`src/rtl/ifu_inst_buffer.sv`:
```
// Instruction buffer: compacts sparse predecode bundles into an in-order
// circular FIFO and offers the oldest OUT_WIDTH entries to decode.
module ifu_inst_buffer #(
    parameter int BANK      = 4,
    parameter int OUT_WIDTH = 4,
    parameter int DEPTH     = 16,
    parameter int FSQ_W     = 6
) (
    input  logic                       clk,
    input  logic                       rst_n,
    input  logic                       flush,
    input  logic [BANK-1:0]            in_en,
    input  logic [$clog2(BANK)-1:0]    in_num,
    input  logic [BANK*32-1:0]         in_inst,
    input  logic [FSQ_W-1:0]           in_fsqIdx,
    output logic                       in_ready,
    output logic [OUT_WIDTH-1:0]       out_valid,
    output logic [OUT_WIDTH*32-1:0]    out_inst,
    output logic [OUT_WIDTH*FSQ_W-1:0] out_fsqIdx,
    input  logic                       out_ready,
    output logic [$clog2(DEPTH):0]     count
);

    localparam int AW = $clog2(DEPTH);
    localparam int PW = AW + 1;
    localparam int NW = $clog2(BANK);
    localparam int BW = NW + 1;
    localparam int OW = $clog2(OUT_WIDTH) + 1;

    logic [31:0]      inst_q [DEPTH];
    logic [FSQ_W-1:0] fsq_q  [DEPTH];

    logic [PW-1:0] head;
    logic [PW-1:0] tail;
    logic [BW-1:0] enq_n;
    logic [OW-1:0] deq_n;
    logic [AW-1:0] slot_off [BANK];
    logic          enq_fire;
    logic          deq_fire;

    assign count    = tail - head;
    assign in_ready = (PW'(DEPTH) - count) >= PW'(BANK);
    assign enq_fire = (|in_en) && in_ready && !flush;
    assign deq_fire = out_ready && !flush;

    // Each valid bank lands at tail plus the number of valid banks below it.
    always_comb begin
        enq_n = '0;
        for (int b = 0; b < BANK; b++) begin
            slot_off[b] = AW'(enq_n);
            enq_n       = enq_n + BW'(in_en[b]);
        end
    end

    always_comb begin
        deq_n      = '0;
        out_valid  = '0;
        out_inst   = '0;
        out_fsqIdx = '0;
        for (int i = 0; i < OUT_WIDTH; i++) begin
            out_valid[i] = count > PW'(i);
            if (out_valid[i]) begin
                deq_n = deq_n + OW'(1);
                out_inst[i*32 +: 32] =
                    inst_q[head[AW-1:0] + AW'(i)];
                out_fsqIdx[i*FSQ_W +: FSQ_W] =
                    fsq_q[head[AW-1:0] + AW'(i)];
            end
        end
    end

    always_ff @(posedge clk or negedge rst_n) begin
        if (!rst_n) begin
            head <= '0;
            tail <= '0;
        end else if (flush) begin
            head <= '0;
            tail <= '0;
        end else begin
            if (enq_fire) tail <= tail + PW'(enq_n);
            if (deq_fire) head <= head + PW'(deq_n);
        end
    end

    // Storage carries no reset; occupancy alone decides what is visible.
    always_ff @(posedge clk) begin
        if (enq_fire) begin
            for (int b = 0; b < BANK; b++) begin
                if (in_en[b]) begin
                    inst_q[tail[AW-1:0] + slot_off[b]] <=
                        in_inst[b*32 +: 32];
                    fsq_q[tail[AW-1:0] + slot_off[b]] <= in_fsqIdx;
                end
            end
        end
    end

`ifndef SYNTHESIS
    a_in_num: assert property (
        @(posedge clk) disable iff (!rst_n)
        (|in_en) |-> (in_num == NW'(enq_n - BW'(1)))
    );
    a_count: assert property (
        @(posedge clk) disable iff (!rst_n)
        count <= PW'(DEPTH)
    );
`endif

endmodule

```
`config.mk`:
```
export PLATFORM = sky130hd
export DESIGN_NAME = ifu_inst_buffer
export DESIGN_NICKNAME = d
export VERILOG_FILES = /design/src/rtl/ifu_inst_buffer.sv
export SDC_FILE = /design/constraint.sdc
export NUM_CORES = 2
export LEC_CHECK = 0
export BUFFER_PORTS_ARGS = -buffer_cell sky130_fd_sc_hd__clkbuf_2
export CAP_MARGIN = 15
export CELL_PAD_IN_SITES_DETAIL_PLACEMENT = 1
export CELL_PAD_IN_SITES_GLOBAL_PLACEMENT = 2
export CORE_AREA = 5 5 395 397
export CTS_BUF_LIST = sky130_fd_sc_hd__clkbuf_16
export CTS_CLUSTER_DIAMETER = 100
export DETAILED_ROUTE_END_ITERATION = 10
export DIE_AREA = 0 0 400 402
export PLACE_DENSITY_LB_ADDON = 0.1
export SLEW_MARGIN = 20
export SYNTH_ARGS = -nofsm -noshare
export SYNTH_HDL_FRONTEND = slang
export SYNTH_SLANG_ARGS = --single-unit
```
`constraint.sdc`:
```
create_clock -name clk -period 10.55 [get_ports clk]
set_input_delay 2.11 -clock clk [delete_from_list [all_inputs] [get_ports clk]]
set_output_delay 2.11 -clock clk [all_outputs]
set_load 0.005 [all_outputs]
```
==> flow_summary.toml <==
[synth]
yosys-top-cells-count = "nand2_1, mux4_2, edfxtp_1"
synth_top_family_by_area = "multiplexers"
synth_top_cell_area_share_pct = 32.7
async_flop_share_pct = 1.62
syn_avg_cell_area_um2 = 10.8
ys_seq_area_share_pct = 33.1
synthAdderAreaFrac_pct = 0.990
yosys.area.top_type = "edfxtp_1"
yosys_register_bits = 618
yosys.cell_types.count = 69
yosys-top-cells-area = "edfxtp_1, mux4_2, a32oi_1"
ys_warn_count = 0
yosys.area_share.simple_pct = 13.4
synthMuxAreaShare_pct = 30.0
synth-xor-area-share_pct = 0.316
synth.most_common_cell = "nand2_1"
synth_ff_type = "edfxtp_1"
synth-edff-count = 608
syn_area_um2 = 55800
synth_fp_nets = 5337
synth-compound-area-share_pct = 16.4
synthCells = 5153

[floorplanning]
fp.dieH_um = 402
dieArea_um2 = 161000
die_w_um = 400
coreArea_um2 = 152000
num_rows = 143
ios = 306
initial_core_util_pct = 36.9

[sta]
rsz0062_at_grt = "false"
relSlewSlack_pct = 19.6
hold_viol_final = 0
clock_skew_ps = 23.5
period_share_pct = 74.6
setup_tns_ps = 0
period_minus_slack_ps = 7870
worstMarginPinSlew_ps = 1210
clock.fmax_mhz = 127
setup_violations = 0
maxSlewViolCount = 0

[detailed_routing]
drc = 0
vias_per_cell = 7.70
firstDrtPassIters = 6
drtIter0Drc = 8804
post_drt_wl_per_cell_um = 45.1
final_antenna_net_count = 0
wl_um = 317000
num_vias = 54200

[clock_tree]
clkTransAtPathRegs_ps = 60
cts_hold_buf = 0
cts-buffers-inserted = 82
clock-root-buffer = "clkbuf_16"
cts.sinks = 618
cts-resized-gates = 0
htreeDepth = 3
cts_tree = "built"
post_cts_buffers = 0
clock_path_buffers = 3
clk_latency_ps = 710

[final_layout]
area_growth_pct = 9.99
n_fill_cell = 16200
stdcell_area_um2 = 61400
register_area_um2 = 18500
postLayoutCoreUtil_pct = 40.5
layoutNonFillerInstCount = 7036
drive_above_1_share_pct = 28.6
multi_input_area_um2 = 34600
nets = 5101

[power]
power.internal_mw = 8.65
p_per_area_nw_per_um2 = 279
seq_power_share_pct = 21.8
p_sw_mw = 8.51
pwr-share-comb_pct = 61.1
sw_frac_of_total_pct = 49.6
power_leakage_nw = 18.7
clkPwrFrac_pct = 17.1
peakVddDrop_uv = 431

[min_path]
hold_path.class = "reg2reg"
whs_path_depth = 2
hold_path_end = "tail[4]"
hp-start = "tail[4]"

[placement]
post_dp_cell_area_um2 = 58700
dp_hpwl_um = 184000
post-place-cells = 6862
io_buffers = 303
gp_congestion = 0.889

[grt]
grt.total_usage_pct = 38.2
antenna_found_initial = 32
grt_start_max_net_pins = 164
grt_pass1_wl_um = 432000
gr-total-overflow = 0
grt_pass1_vias = 52500

[outcome]
status = "finished clean"

[worst_setup_path]
path_class = "reg2out"
startpoint = "head[1]"
worstPathArrival_ps = 5760
r2r_cells = 14
crit_path_end_kind = "output pin"
r2r_start = "head[2]"
rrSetupSlack_ps = 3160
crit_path_max_fanout = 54
r2r-end = "inst_q[7][26]"
required_ps = 8440
start_kind = "flop"

[run]
maxCapViolations = 0
layout by cell type (no fill, tap or decap), types with 17 or more instances in the layout:
cell,instances
a211oi_1,77
a32oi_1,512
and2_1,114
buf_4,165
clkbuf_16,82
clkbuf_2,303
clkinv_1,17
diode_2,22
edfxtp_1,608
ha_1,31
inv_1,33
mux2i_1,41
mux4_2,722
nand2_1,1039
nand2_2,25
nand3_1,259
nand4_1,21
nor2_1,139
nor2b_1,45
o21ai_0,275
o32ai_1,256
critical path: stages (launching register included):
cell and delay, ps:
dfrtp_4 690, buf_4 810, ha_1 390, xor2_4 920
buf_4 800, mux4_2 440, mux4_2 470, and2_1 290
clkbuf_2 170
power by group through the flow:
stage,Sequential (mW),Clock [mW],Combinational [mW]
3_5_place_dp,3.78,0,10.3
5_1_grt,3.79,3.06,10.8
2_1_floorplan,3.62,0,5.99
6_report,3.74,2.94,10.5
4_1_cts,3.73,2.96,10.3
3_3_place_gp,3.74,0,10.2
flip-flops by register name, summed over array words and instances (netlist names):
name and flops:
fsq_q 96, head 5, inst_q 512, tail 5
metal layers:
layer  GRT usage [%]  up-vias  wire, um  part of all wire, %
met1            50.2    28300    118000                   37
li1                -    20500         -                    -
met5               0        -        78                0.025
met4            22.6       10     22800                  7.2
met2            56.5     4379    137000                   43
met3            10.4     1077     38500                   12
layout make-up:
type | count | area share (%)
Timing Repair Buffer | 476 | 4.74
Clock inverter | 69 | 1.01
Sequential cell | 618 | 30.1
Inverter | 22 | 0.139
Clock buffer | 82 | 3.34
Antenna cell | 22 | 0.0896
Tap cell | 2030 | 4.13
Multi-Input combinational cell | 3717 | 56.4
how the worst max path moves through the flow:
stage,to,depth (start not counted)
6_report,out_inst[54],8
5_1_grt,out_inst[40],7
4_1_cts,out_inst[40],7
3_5_place_dp,inst_q[15][25],12
3_3_place_gp,inst_q[15][25],12
2_1_floorplan,fsq_q[0][0],15
per-stage QoR:
| step | setup WS [ps] | total power, mW | hold WS, ps |
|---|---|---|---|
| floorplan | 1360 | 9.61 | 540 |
| global placement | 3260 | 13.9 | 583 |
| detailed placement | 3250 | 14.0 | 588 |
| CTS | 2660 | 17.0 | 597 |
| global route | 2390 | 17.6 | 647 |
| finish | 2680 | 17.2 | 612 |
cells by family (layout without fill, tap and decap cells):
group                      after synthesis  in the layout
AOI/OAI and AO/OA                     1185           1185
xor gates and xnor gates                18             18
and+or+nand+nor                       1706           1706
adders and majority gates               40             40
DFF                                    618            618
other                                    0             22
buffers and inverters                  818            649
muxes                                  768            768
Note: power is estimated with default switching activity, not from simulation.
